$ cat config.mk
export PLATFORM = sky130hd
export DESIGN_NAME = slc3_mem_sequencer_flat
export DESIGN_NICKNAME = d
export VERILOG_FILES = /design/src/rtl/slc3_mem_sequencer_if.sv /design/src/rtl/slc3_mem_sequencer.sv /design/src/flat_wrapper.sv
export SDC_FILE = /design/constraint.sdc
export NUM_CORES = 1
export LEC_CHECK = 0
export BUFFER_PORTS_ARGS = -buffer_cell sky130_fd_sc_hd__buf_4
export CAP_MARGIN = 10
export CORE_ASPECT_RATIO = 1.5
export CORE_MARGIN = 2
export CORE_UTILIZATION = 39
export CTS_CLUSTER_DIAMETER = 60
export CTS_CLUSTER_SIZE = 40
export DETAILED_ROUTE_END_ITERATION = 12
export HOLD_SLACK_MARGIN = 0.05
export PLACE_DENSITY = 0.71
export SETUP_SLACK_MARGIN = 0.5
export SLEW_MARGIN = 40
export SYNTH_ARGS = -nofsm -noshare
export SYNTH_HDL_FRONTEND = slang
export SYNTH_SLANG_ARGS = --single-unit
$ cat constraint.sdc
create_clock -name Clk -period 2.65 [get_ports Clk]
set_clock_uncertainty 0.05 [all_clocks]
set_input_delay 0.1325 -clock Clk [delete_from_list [all_inputs] [get_ports Clk]]
set_output_delay 0.1325 -clock Clk [all_outputs]
set_load 0.01 [all_outputs]
$ cat src/rtl/slc3_mem_sequencer_if.sv
// Bus bundle between the SLC-3 datapath/control unit, the memory sequencer,
// the off-chip SRAM and the board switch/hex-display port.
interface slc3_mem_sequencer_if;
    logic        MEM_RD_REQ;
    logic        MEM_WR_REQ;
    logic [15:0] MAR;
    logic [15:0] MDR;
    logic [15:0] MDR_In;
    logic        R;
    logic [15:0] SRAM_ADDR;
    logic [15:0] SRAM_DQ_in;
    logic [15:0] SRAM_DQ_out;
    logic        SRAM_CE_N;
    logic        SRAM_OE_N;
    logic        SRAM_WE_N;
    logic [15:0] Switches;
    logic [15:0] HEX_DATA;

    modport slave (
        input  MEM_RD_REQ, MEM_WR_REQ, MAR, MDR, SRAM_DQ_in, Switches,
        output MDR_In, R, SRAM_ADDR, SRAM_DQ_out, SRAM_CE_N, SRAM_OE_N, SRAM_WE_N, HEX_DATA
    );

    modport master (
        output MEM_RD_REQ, MEM_WR_REQ, MAR, MDR, SRAM_DQ_in, Switches,
        input  MDR_In, R, SRAM_ADDR, SRAM_DQ_out, SRAM_CE_N, SRAM_OE_N, SRAM_WE_N, HEX_DATA
    );
endinterface

$ cat src/rtl/slc3_mem_sequencer.sv
// SLC-3 memory-access sequencer: fixed wait-state SRAM cycles with a one-cycle ready pulse.
// Define SLC3_MEM_IO_MAP_EN to map the switch/hex-display port at IO_ADDR.
module slc3_mem_sequencer #(
    parameter int unsigned WAIT_STATES = 2,
    parameter logic [15:0] IO_ADDR     = 16'hFFFF
) (
    input logic                  Clk,
    input logic                  Reset,
    slc3_mem_sequencer_if.slave  bus
);

    if (WAIT_STATES < 1 || WAIT_STATES > 15) begin : g_badWaitStates
        $error("slc3_mem_sequencer: WAIT_STATES must be within 1..15");
    end

    typedef enum logic [2:0] {
        IDLE,
        RD_WAIT,
        WR_WAIT,
        DONE,
        REARM
    } state_t;

    state_t      r_state;
    state_t      w_stateNext;
    logic [3:0]  r_waitCnt;
    logic [15:0] r_mdrIn;
    logic        r_ready;
    logic [15:0] r_sramAddr;
    logic [15:0] r_sramDqOut;
    logic        r_ceN;
    logic        r_oeN;
    logic        r_weN;
    logic [15:0] r_hexData;
    logic        w_ioHit;
    logic        w_anyReq;

    assign w_anyReq = bus.MEM_RD_REQ | bus.MEM_WR_REQ;

`ifdef SLC3_MEM_IO_MAP_EN
    assign w_ioHit = (bus.MAR == IO_ADDR);
`else
    logic w_unusedIo;
    assign w_ioHit    = 1'b0;
    assign w_unusedIo = ^{bus.Switches, IO_ADDR};
`endif

    always_comb begin
        w_stateNext = r_state;
        case (r_state)
            IDLE: begin
                if (bus.MEM_RD_REQ) begin
                    w_stateNext = w_ioHit ? DONE : RD_WAIT;
                end else if (bus.MEM_WR_REQ) begin
                    w_stateNext = w_ioHit ? DONE : WR_WAIT;
                end
            end
            RD_WAIT: if (r_waitCnt == 4'd0) w_stateNext = DONE;
            WR_WAIT: if (r_waitCnt == 4'd0) w_stateNext = DONE;
            DONE:    w_stateNext = REARM;
            REARM:   if (!w_anyReq) w_stateNext = IDLE;
            default: w_stateNext = IDLE;
        endcase
    end

    // Strobes and ready are registered from the next state so every output is a flop.
    always_ff @(posedge Clk or negedge Reset) begin
        if (!Reset) begin
            r_state     <= IDLE;
            r_waitCnt   <= 4'd0;
            r_mdrIn     <= 16'h0000;
            r_ready     <= 1'b0;
            r_sramAddr  <= 16'h0000;
            r_sramDqOut <= 16'h0000;
            r_ceN       <= 1'b1;
            r_oeN       <= 1'b1;
            r_weN       <= 1'b1;
            r_hexData   <= 16'h0000;
        end else begin
            r_state <= w_stateNext;
            r_ready <= (w_stateNext == DONE);
            r_ceN   <= !((w_stateNext == RD_WAIT) || (w_stateNext == WR_WAIT));
            r_oeN   <= !(w_stateNext == RD_WAIT);
            r_weN   <= !(w_stateNext == WR_WAIT);
            case (r_state)
                IDLE: begin
                    if (w_anyReq && !w_ioHit) begin
                        r_sramAddr <= bus.MAR;
                        r_waitCnt  <= 4'(WAIT_STATES - 1);
                        if (!bus.MEM_RD_REQ) begin
                            r_sramDqOut <= bus.MDR;
                        end
                    end
`ifdef SLC3_MEM_IO_MAP_EN
                    else if (w_ioHit && bus.MEM_RD_REQ) begin
                        r_mdrIn <= bus.Switches;
                    end else if (w_ioHit && bus.MEM_WR_REQ) begin
                        r_hexData <= bus.MDR;
                    end
`endif
                end
                RD_WAIT: begin
                    if (r_waitCnt == 4'd0) begin
                        r_mdrIn <= bus.SRAM_DQ_in;
                    end else begin
                        r_waitCnt <= r_waitCnt - 4'd1;
                    end
                end
                WR_WAIT: begin
                    if (r_waitCnt != 4'd0) begin
                        r_waitCnt <= r_waitCnt - 4'd1;
                    end
                end
                default: ;
            endcase
        end
    end

    assign bus.MDR_In      = r_mdrIn;
    assign bus.R           = r_ready;
    assign bus.SRAM_ADDR   = r_sramAddr;
    assign bus.SRAM_DQ_out = r_sramDqOut;
    assign bus.SRAM_CE_N   = r_ceN;
    assign bus.SRAM_OE_N   = r_oeN;
    assign bus.SRAM_WE_N   = r_weN;
    assign bus.HEX_DATA    = r_hexData;

endmodule

$ cat src/flat_wrapper.sv
// flat-port wrapper written by rule: the top's interface ports become plain ports
module slc3_mem_sequencer_flat 
#(
    parameter int unsigned WAIT_STATES = 2,
    parameter logic [15:0] IO_ADDR     = 16'hFFFF
)
  (Clk, Reset, bus_MEM_RD_REQ, bus_MEM_WR_REQ, bus_MAR, bus_MDR, bus_SRAM_DQ_in, bus_Switches, bus_MDR_In, bus_R, bus_SRAM_ADDR, bus_SRAM_DQ_out, bus_SRAM_CE_N, bus_SRAM_OE_N, bus_SRAM_WE_N, bus_HEX_DATA);
  slc3_mem_sequencer_if bus_i ();
  input logic Clk;
  input logic Reset;
  input wire logic [$bits(bus_i.MEM_RD_REQ)-1:0] bus_MEM_RD_REQ;
  input wire logic [$bits(bus_i.MEM_WR_REQ)-1:0] bus_MEM_WR_REQ;
  input wire logic [$bits(bus_i.MAR)-1:0] bus_MAR;
  input wire logic [$bits(bus_i.MDR)-1:0] bus_MDR;
  input wire logic [$bits(bus_i.SRAM_DQ_in)-1:0] bus_SRAM_DQ_in;
  input wire logic [$bits(bus_i.Switches)-1:0] bus_Switches;
  output wire logic [$bits(bus_i.MDR_In)-1:0] bus_MDR_In;
  output wire logic [$bits(bus_i.R)-1:0] bus_R;
  output wire logic [$bits(bus_i.SRAM_ADDR)-1:0] bus_SRAM_ADDR;
  output wire logic [$bits(bus_i.SRAM_DQ_out)-1:0] bus_SRAM_DQ_out;
  output wire logic [$bits(bus_i.SRAM_CE_N)-1:0] bus_SRAM_CE_N;
  output wire logic [$bits(bus_i.SRAM_OE_N)-1:0] bus_SRAM_OE_N;
  output wire logic [$bits(bus_i.SRAM_WE_N)-1:0] bus_SRAM_WE_N;
  output wire logic [$bits(bus_i.HEX_DATA)-1:0] bus_HEX_DATA;
  assign bus_i.MEM_RD_REQ = bus_MEM_RD_REQ;
  assign bus_i.MEM_WR_REQ = bus_MEM_WR_REQ;
  assign bus_i.MAR = bus_MAR;
  assign bus_i.MDR = bus_MDR;
  assign bus_i.SRAM_DQ_in = bus_SRAM_DQ_in;
  assign bus_i.Switches = bus_Switches;
  assign bus_MDR_In = bus_i.MDR_In;
  assign bus_R = bus_i.R;
  assign bus_SRAM_ADDR = bus_i.SRAM_ADDR;
  assign bus_SRAM_DQ_out = bus_i.SRAM_DQ_out;
  assign bus_SRAM_CE_N = bus_i.SRAM_CE_N;
  assign bus_SRAM_OE_N = bus_i.SRAM_OE_N;
  assign bus_SRAM_WE_N = bus_i.SRAM_WE_N;
  assign bus_HEX_DATA = bus_i.HEX_DATA;
  slc3_mem_sequencer #(.WAIT_STATES(WAIT_STATES), .IO_ADDR(IO_ADDR)) u_core (.Clk(Clk), .Reset(Reset), .bus(bus_i));
endmodule
==> After elaboration in Yosys (flattened, before gate mapping) <==
Index checks and enable logic that the tools add are counted.
{ "totals": {"regBits": 59, "latchBits": 0, "mem_bits_rw": 0, "mem_bits_ro": 0, "input_bits": 68, "output_inout_bits": 68, "elab_cells": 44, "n_memories": 0} }
{ "classes": {"add_sub_neg": 1, "n_mul": 0, "n_div": 0, "n_lt_le_gt_ge": 0, "n_eq_ne": 10, "shifts": 0, "mux": 9, "bitwise": 2, "n_reduce_logical": 13} }
{ "ops": {"columns": ["operator", "count"], "rows": [
  ["$eq 3x2->1 const B", 4],
  ["$mux 3", 4],
  ["$mux 4", 3],
  ["$pmux 3 s4", 1],
  ["$pmux 4 s3", 1],
  ["$eq 3x1->1 const B", 2],
  ["$logic_not 4->1", 1],
  ["$ne 2x1->1 const B", 2],
  ["$reduce_and 2->1", 2],
  ["$reduce_and 4->1", 1],
  ["$reduce_bool 4->1", 1],
  ["$sub 4x1->4 const B", 1],
  ["$eq 3x3->1 const B", 1],
  ["$logic_not 1->1", 3],
  ["$logic_not 3->1", 1],
  ["$reduce_and 3->1", 1],
  ["$reduce_bool 3->1", 1],
  ["$ne 2x2->1 const B", 1],
  ["$reduce_or 2->1", 1],
  ["$logic_or 1x1->1", 1],
  ["$not 1->1", 1],
  ["$or 1x1->1", 1]
]} }

==> Logic depth before layout (Yosys ltp) <==
Gate-level depths: netlist of run 1.
{ "logic_depth": {"depth_word": 6, "ltp_mapped": 7, "mapped_depth_nobuf": 6} }

==> Least setup slack after synthesis of run 1 <==
OpenSTA, ideal clock, no wires.
{ "synth_timing": {"path_type": "register -> register", "from": "register u_core.r_waitCnt[0]", "to": "register u_core.r_ready, in the netlist u_core.bus.R", "setup_ns": 0.080, "arrival_time_ns": 1.641, "required_time_ns": 2.520, "slack_ns": 0.879, "path_stages_with_launch": 7, "n_path_buf": 0, "synth_period_minus_slack_ns": 1.771, "cell_sequence": "dfrtp_1 inv_1 ha_1 or3b_1 or3b_1 a21oi_2 nor3b_2"} }
{ "synth_between": {"elab_chain_len": 4} }
{ "synth_rtl": {"columns": ["element", "line", "source"], "rows": [
  ["start, declared", "slc3_mem_sequencer.sv:26", "logic [3:0] r_waitCnt;"],
  ["start signal, assigned", "slc3_mem_sequencer.sv:89", "r_waitCnt <= 4'(WAIT_STATES - 1);"],
  ["start signal, assigned", "slc3_mem_sequencer.sv:106", "r_waitCnt <= r_waitCnt - 4'd1;"],
  ["start signal, assigned", "slc3_mem_sequencer.sv:111", "r_waitCnt <= r_waitCnt - 4'd1;"],
  ["$logic_not 4->1", "slc3_mem_sequencer.sv:58, slc3_mem_sequencer.sv:59", null],
  ["$mux 3", "slc3_mem_sequencer.sv:58, slc3_mem_sequencer.sv:59", null],
  ["$pmux 3 s4", "slc3_mem_sequencer.sv:50", "case (r_state)"],
  ["net u_core.w_stateNext[0]", "slc3_mem_sequencer.sv:25", "state_t w_stateNext;"],
  ["$eq 3x2->1", "slc3_mem_sequencer.sv:81", "r_ready <= (w_stateNext == DONE);"],
  ["end signal, assigned", "slc3_mem_sequencer.sv:81", null],
  ["end, declared", "slc3_mem_sequencer.sv:28", "logic r_ready;"]
]} }
The timed path passes the listed nets, and every way through them passes these cells.
A chain may end at the register's enable or synchronous reset.

==> Worst setup path after layout of run 1 <==
Ends and elaborated chain as after synthesis.

==> flow_metrics.py, run 1 <==
metrics = {
    "status": {
        "outcome": "complete, no violations",
    },
    "yosys": {
        "ys_seq_area_share_pct": 58.56,
        "synth_cells": 175,
        "netlist_area_um2": 2527,
        "synth_cell_types": 34,
        "synth_flop_cell": "dfrtp_1",
        "ys_warn_count": 16,
        "ys_ff_latch": 59,
        "synth_edf_count": 0,
        "async_reset_ff_share_pct": 100.0,
        "synth.avg_cell_area_um2": 14.44,
    },
    "drt": {
        "routedWlPerCell_um": 13.58,
        "viasPerCell": 4.612,
        "wl_met3_um": 314,
        "firstDrtPassIters": 4,
        "drtAntennaViolNets": 0,
        "top_layer": "met4",
        "route.detailed.drc": 0,
        "dr_wl_met2_mm": 3.102,
        "wl_mm": 5.594,
        "wl_met1_mm": 2.024,
        "drt_iter0_markers": 65,
        "route.vias.total": 1900,
    },
    "critical_path": {
        "r2r-start": "u_core.r_waitCnt[0]",
        "crit_path_max_fanout": 4,
        "slowest_delay_ps": 400,
        "reg2reg_to": "u_core.bus.R",
        "criticalPathCategory": "register to register",
        "critPathRequiredTime_ps": 2850,
        "cp_common_cell": "or3b_1",
        "crit_path_end_kind": "register",
        "r2r_slack_ps": 710,
        "crit_chain": "inv_1, ha_1, or3b_1, or3b_1, a21oi_2, nor3b_2",
        "start_kind": "register",
        "crit_end": "u_core.bus.R",
        "slowest_stage": "or3b_1",
        "crit_arrival_ps": 2140,
        "r2r_cells": 6,
        "critPathLaunch": "u_core.r_waitCnt[0]",
    },
    "sta": {
        "hold_violations": 0,
        "period_minus_slack_ps": 1936,
        "tns_ps": 0,
        "min_period_over_period_pct": 73.07,
        "rsz0062_at_grt": "no",
        "fmax_mhz": 516.4,
        "worst_pin_slew_ps": 730.6,
        "setup_viol": 0,
        "report.final.slew_viol_count": 0,
        "relSlewSlack_pct": 51.29,
    },
    "clock_tree": {
        "cts_buffers": 9,
        "ctsLongestPathBuffers": 2,
        "cts.clk_slew.worst_paths_ps": 60,
        "cts_tree": "done",
        "cts-htree-levels": 3,
        "cts_root_buf": "clkbuf_8",
        "clock_sinks": 59,
        "clock_latency_ps": 330,
    },
    "power_and_ir_drop": {
        "clkPwrFrac_pct": 16.3,
        "p_seq_share_pct": 38.7,
        "p_sw_uw": 1412,
        "power_density_nw_per_um2": 1081,
        "ir_drop_mv": 0.5985,
        "power_uw": 4286,
        "sw_frac_of_total_pct": 32.94,
        "p_int_uw": 2874,
        "leakage_uw": 0.001871,
        "power_frac_comb_pct": 45.0,
    },
    "global_route": {
        "grt_pass1_wl_mm": 9.087,
        "first_global_vias": 1993,
        "antenna_found_initial": 0,
        "overflow": 0,
        "grt_max_degree": 60,
        "track_usage_pct": 16.38,
    },
    "floorplanning": {
        "die_height_um": 102.6,
        "ioPinCount": 136,
        "dieWidth_um": 69.73,
        "rows": 35,
        "core_area_um2": 6218,
        "initial_core_util_pct": 40.64,
        "dieArea_um2": 7154,
    },
    "final_layout": {
        "fin_nets": 403,
        "seqCellArea_um2": 1480,
        "drive_above_1_share_pct": 52.96,
        "num_antenna_cells": 0,
        "fill_cells": 493,
        "syn_to_final_growth_pct": 56.88,
        "multi_input_area_um2": 922.1,
    },
    "run": {
        "cap_viol_max_count": 0,
    },
    "placement": {
        "portBuffers": 103,
        "place_congestion": 0.7194,
        "place_hpwl_mm": 3.620,
    },
    "hold_path": {
        "hp-class": "input port to register",
    },
}
[synth_stat cells, types with 2 or more instances]
| library cell | n | area (µm²) |
|---|---|---|
| dfrtp_1 | 56 | 1401 |
| mux2_2 | 49 | 551.8 |
| buf_4 | 18 | 135.1 |
| nor2_1 | 6 | 22.52 |
| nand2_1 | 4 | 15.01 |
| buf_2 | 3 | 15.01 |
| dfstp_2 | 3 | 78.83 |
| inv_1 | 3 | 11.26 |
| buf_6 | 2 | 22.52 |
| ha_1 | 2 | 25.02 |
| mux2i_1 | 2 | 20.02 |
| nand4bb_1 | 2 | 22.52 |
| nor2b_1 | 2 | 12.51 |
| o211ai_1 | 2 | 15.01 |
| or3b_1 | 2 | 17.52 |
[repair_timing]
action / CTS / global route
resized for setup: 0 / 1
endpoints found under the hold margin: 105 / 0
hold buffers: 50 / 0
buffers inserted: 0 / 0
endpoints found under the setup margin: 0 / 16
[cell families after synthesis]
family                     count (synthesis)  share of synthesized area, %
AOI/OAI and AO/OA                         11                         3.663
muxes                                     51                         22.62
buffers and inverters                     26                         7.277
adders and majority gates                  2                        0.9899
DFF                                       59                         58.56
other                                      1                        0.1484
and+or+nand+nor                           24                         6.387
xor gates and xnor gates                   1                        0.3466
[per-stage QoR]
step	cells	hold WS [ps]	worst slack, ps	cell area (µm²)	utilization [%]
2_1_floorplan	190	-213.1	879.1	2584	-
3_3_place_gp	346	196.8	619.5	3292	52.94
3_5_place_dp	346	200.7	610.5	3292	52.94
4_1_cts	412	165.8	611.3	3963	63.72
5_1_grt	412	198.8	591.8	3965	63.76
6_report	412	172.8	713.6	3965	63.76
[cell usage in the layout, fill, tap and decap left out, types with 2 or more instances in the layout]
| master | Yosys | final |
|---|---|---|
| buf_4 | 18 | 105 |
| clkbuf_8 | 0 | 10 |
| clkinv_2 | 0 | 4 |
| conb_1 | 1 | 16 |
| dfrtp_1 | 56 | 56 |
| dfstp_2 | 3 | 3 |
| dlygate4sd3_1 | 0 | 50 |
| ha_1 | 2 | 2 |
| inv_1 | 3 | 3 |
| mux2_2 | 49 | 49 |
| mux2i_1 | 2 | 2 |
| nand2_1 | 4 | 4 |
| nand4bb_1 | 2 | 2 |
| nor2_1 | 6 | 6 |
| nor2b_1 | 2 | 2 |
| o211ai_1 | 2 | 2 |
| or3b_1 | 2 | 2 |
[worst max-delay path, delay by kind of cell, from the launching register on]
| family | cells | cell delay (ps) |
|---|---|---|
| adders and majority gates | 1 | 210 |
| and+or+nand+nor | 3 | 960 |
| DFF | 1 | 370 |
| buffers and inverters | 1 | 120 |
| AOI/OAI and AO/OA | 1 | 150 |
[power by group through the flow]
| stage | registers [µW] | clock network (µW) | logic [µW] |
|---|---|---|---|
| after floorplan | 1790 | 0 | 924 |
| after global placement | 1650 | 0 | 1840 |
| after detailed placement | 1670 | 0 | 1890 |
| after CTS | 1660 | 729 | 1940 |
| after global routing | 1730 | 764 | 2080 |
| final | 1660 | 700 | 1930 |
[state kept, by name (all words and copies together) (netlist names)]
signal and count:
u_core.bus.SRAM_ADDR 16, u_core.bus.SRAM_OE_N 1, u_core.r_waitCnt 4, u_core.r_state 3, u_core.bus.MDR_In 16, u_core.bus.SRAM_CE_N 1
u_core.bus.R 1, u_core.bus.SRAM_DQ_out 16, u_core.bus.SRAM_WE_N 1
[worst min path at each step]
stage	start	cells after the start	endpoint
2_1_floorplan	Reset	0	u_core.bus.MDR_In[0]
5_1_grt	bus_MEM_WR_REQ	5	u_core.r_state[2]
6_report	bus_MEM_WR_REQ	5	u_core.r_state[2]
4_1_cts	bus_MEM_WR_REQ	5	u_core.r_state[2]
3_3_place_gp	Reset	1	u_core.bus.SRAM_ADDR[2]
3_5_place_dp	Reset	1	u_core.bus.SRAM_ADDR[2]
[layout make-up]
type                            count  share of cell area, %
Inverter                            3                 0.2840
Clock inverter                      5                 0.7258
Sequential cell                    59                  37.33
Multi-Input combinational cell    105                  23.26
Tap cell                           74                  2.335
Clock buffer                       11                  3.566
Timing Repair Buffer              155                  32.50
[metal layers]
metal | GRT usage (%) | up-vias
li1 | - | 888
met1 | 17.34 | 920
met4 | 9.763 | 0
met5 | 0 | -
met2 | 29.88 | 77
met3 | 3.715 | 15
Power figures use the tool's default switching activity.
==> inputs of run 2 (changes only) <==
--- a/config.mk
+++ b/config.mk
@@ -5,6 +5,7 @@
 export SDC_FILE = /design/constraint.sdc
 export NUM_CORES = 1
 export LEC_CHECK = 0
+export ABC_AREA = 1
 export BUFFER_PORTS_ARGS = -buffer_cell sky130_fd_sc_hd__buf_4
 export CAP_MARGIN = 10
 export CORE_ASPECT_RATIO = 1.5
==> constraint.sdc (replaced) <==
create_clock -name Clk -period 1.85 [get_ports Clk]
set_clock_uncertainty 0.05 [all_clocks]
set_input_delay 0.0925 -clock Clk [delete_from_list [all_inputs] [get_ports Clk]]
set_output_delay 0.0925 -clock Clk [all_outputs]
set_load 0.01 [all_outputs]
==> flow_metrics.py, run 2 <==
metrics = {
    "placement": {
        "post-place-cells": 462,
        "portBuffers": 103,
        "place_congestion": 0.7420,
        "place_hpwl_mm": 4.055,
    },
    "clock_tree": {
        "cts_root_buf": "clkbuf_8",
        "cts-htree-levels": 3,
        "clock_sinks": 59,
        "ctsLongestPathBuffers": 2,
        "cts_tree": "done",
        "clock_latency_ps": 330,
        "cts_buffers": 9,
        "cts.clk_slew.worst_paths_ps": 60,
    },
    "power_and_ir_drop": {
        "power_density_nw_per_um2": 1571,
        "power_frac_comb_pct": 49.9,
        "clkPwrFrac_pct": 14.9,
        "leakage_uw": 0.002276,
        "p_sw_uw": 2566,
        "sw_frac_of_total_pct": 38.94,
        "ir_drop_mv": 0.8265,
        "p_seq_share_pct": 35.2,
        "p_int_uw": 4024,
    },
    "critical_path": {
        "crit_chain": "inv_2, ha_4, nor3b_4, buf_6, nand2_4, buf_12, nand2_1, nand2_1",
        "start_kind": "register",
        "r2r_slack_ps": 380,
        "critPathRequiredTime_ps": 2020,
        "crit_arrival_ps": 1630,
        "slowest_stage": "dfrtp_1",
        "criticalPathCategory": "register to register",
        "crit_path_end_kind": "register",
        "crit_path_max_fanout": 16,
        "cp_common_cell": "nand2_1",
        "slowest_delay_ps": 420,
    },
    "sta": {
        "worst_pin_slew_ps": 525.3,
        "report.final.slew_viol_count": 0,
        "fmax_mhz": 680.9,
        "rsz0062_at_grt": "yes",
        "tns_ps": 0,
        "setup_viol": 0,
        "min_period_over_period_pct": 79.38,
        "hold_violations": 0,
        "timing.hold.ws_ps": 120.2,
        "relSlewSlack_pct": 64.98,
        "period_minus_slack_ps": 1469,
    },
    "yosys": {
        "yosysMostFrequentCell": "nand2_1",
        "ys_seq_area_share_pct": 57.74,
        "synthTopCellsByCount": "98 x nand2_1, 56 x dfrtp_1, 41 x nand3_1, 25 x inv_1, 17 x buf_4",
        "ys_ff_latch": 59,
        "synth_cells": 288,
        "synth_edf_count": 0,
        "synth_cell_types": 21,
        "netlist_area_um2": 2564,
        "ys_warn_count": 16,
        "synth_top_area_cell": "dfrtp_1",
        "synth_top_area_share_pct": 54.66,
        "synth.avg_cell_area_um2": 8.902,
        "synth_flop_cell": "dfrtp_1",
        "async_reset_ff_share_pct": 100.0,
        "ys_top_cells_by_area": "dfrtp_1 55%, nand2_1 14%, nand3_1 8.0%",
    },
    "drt": {
        "route.detailed.drc": 0,
        "wl_mm": 6.717,
        "viasPerCell": 4.505,
        "drt_iter0_markers": 78,
        "route.vias.total": 2428,
        "firstDrtPassIters": 4,
        "drtAntennaViolNets": 0,
        "routedWlPerCell_um": 12.46,
    },
    "floorplanning": {
        "initial_core_util_pct": 39.80,
        "core_area_um2": 6441,
        "dieArea_um2": 7252,
        "dieWidth_um": 70.20,
        "rows": 36,
        "ioPinCount": 136,
        "die_height_um": 103.3,
    },
    "global_route": {
        "use_met3_pct": 5.039,
        "first_global_vias": 2345,
        "track_usage_pct": 19.23,
        "antenna_found_initial": 0,
        "grt_pass1_wl_mm": 10.81,
        "overflow": 0,
        "grt.met1_usage_pct": 20.35,
        "grtUsageMet2_pct": 35.68,
        "grt_max_degree": 60,
        "busiest_layer": "met2",
    },
    "final_layout": {
        "fill_cells": 526,
        "layout.cells.non_filler": 539,
        "seqCellArea_um2": 1484,
        "final_common_cell": "buf_4",
        "drive_above_1_share_pct": 33.05,
        "most-common-layout-cells": "112 x buf_4, 95 x nand2_1, 53 x dfrtp_1",
        "num_antenna_cells": 0,
        "syn_to_final_growth_pct": 63.59,
        "multi_input_area_um2": 924.6,
        "fin_nets": 528,
        "post-route-util_pct": 65.11,
    },
    "status": {
        "outcome": "complete, no violations",
    },
    "run": {
        "cap_viol_max_count": 0,
    },
    "hold_path": {
        "hp-class": "input port to register",
    },
}
## run 2: cell types whose count changed after synthesis, moves of 3 or more
cell     before  now
buf_2         3    6
inv_1         3   25
mux2_2       49    0
nand2_1       4   98
nand2_2       0    3
nand3_1       0   41
o21ai_0       1   11
o21ai_1       0    7
## run 2: worst max-delay path: cells and delay by family, from the launching register on
kind                       cells  cell delay [ps]
DFF                            1              420
buffers and inverters          3              390
and+or+nand+nor                4              370
adders and majority gates      1              120
## run 2: what timing repair did
action | in CTS | in global routing
pin swaps | 3 | 4
gates cloned | 0 | 0
endpoints found under the hold margin | 105 | 0
hold buffers | 50 | 0
buffers inserted | 6 | 5
gates resized for setup | 3 | 14
setup endpoints to repair | 23 | 50
## run 2: cell type report
type | count | share of cell area (%)
sequential | 59 | 35.38
timing repair buffer | 169 | 34.07
multi-input combinational | 192 | 22.05
clock buffer | 16 | 3.819
inverter | 27 | 2.416
tap | 76 | 2.267
## run 2: routing by layer
metal,routed length [µm],share of wire [%]
met5,0,0
met4,149,2.2
met3,308,4.6
met2,3747,56
met1,2511,37
## run 2: cells by family after synthesis
family	synth area share (%)
xor+xnor	0.3417
other cells	0.1463
fa+ha+maj	0.9759
buf+inv	10.40
simple gates	26.60
flops	57.74
compound gates	3.807
## run 2: power by group through the flow
stage / registers (µW) / logic (µW) / clock network (µW)
after CTS: 2300 / 3090 / 1010
after global placement: 2300 / 2770 / 0
after detailed placement: 2310 / 2860 / 0
after floorplan: 2540 / 1360 / 0
after global routing: 2380 / 3650 / 1080
final: 2320 / 3290 / 982
## run 2: per-stage QoR
step                total power, µW  setup WS [ps]  cell area (µm²)
global placement               5071          389.0             3373
floorplan                      3896          378.6             2639
detailed placement             5169          340.0             3373
finish                         6590          381.4             4194
global route                   7110          316.3             4194
CTS                            6400          399.0             4104
## run 2: worst paths after layout
check                                     start                      end  depth (start not counted)
hold reg to reg            u_core.bus.MDR_In[4]     u_core.bus.MDR_In[4]                          2
hold / removal                   bus_MEM_RD_REQ        u_core.r_state[0]                          5
max in group asynchronous                 Reset        u_core.r_state[0]                          2
setup reg to reg            u_core.r_waitCnt[1]    u_core.bus.MDR_In[15]                          8
min in group asynchronous                 Reset  u_core.bus.SRAM_ADDR[6]                          2
setup / recovery            u_core.r_waitCnt[1]    u_core.bus.MDR_In[15]                          8
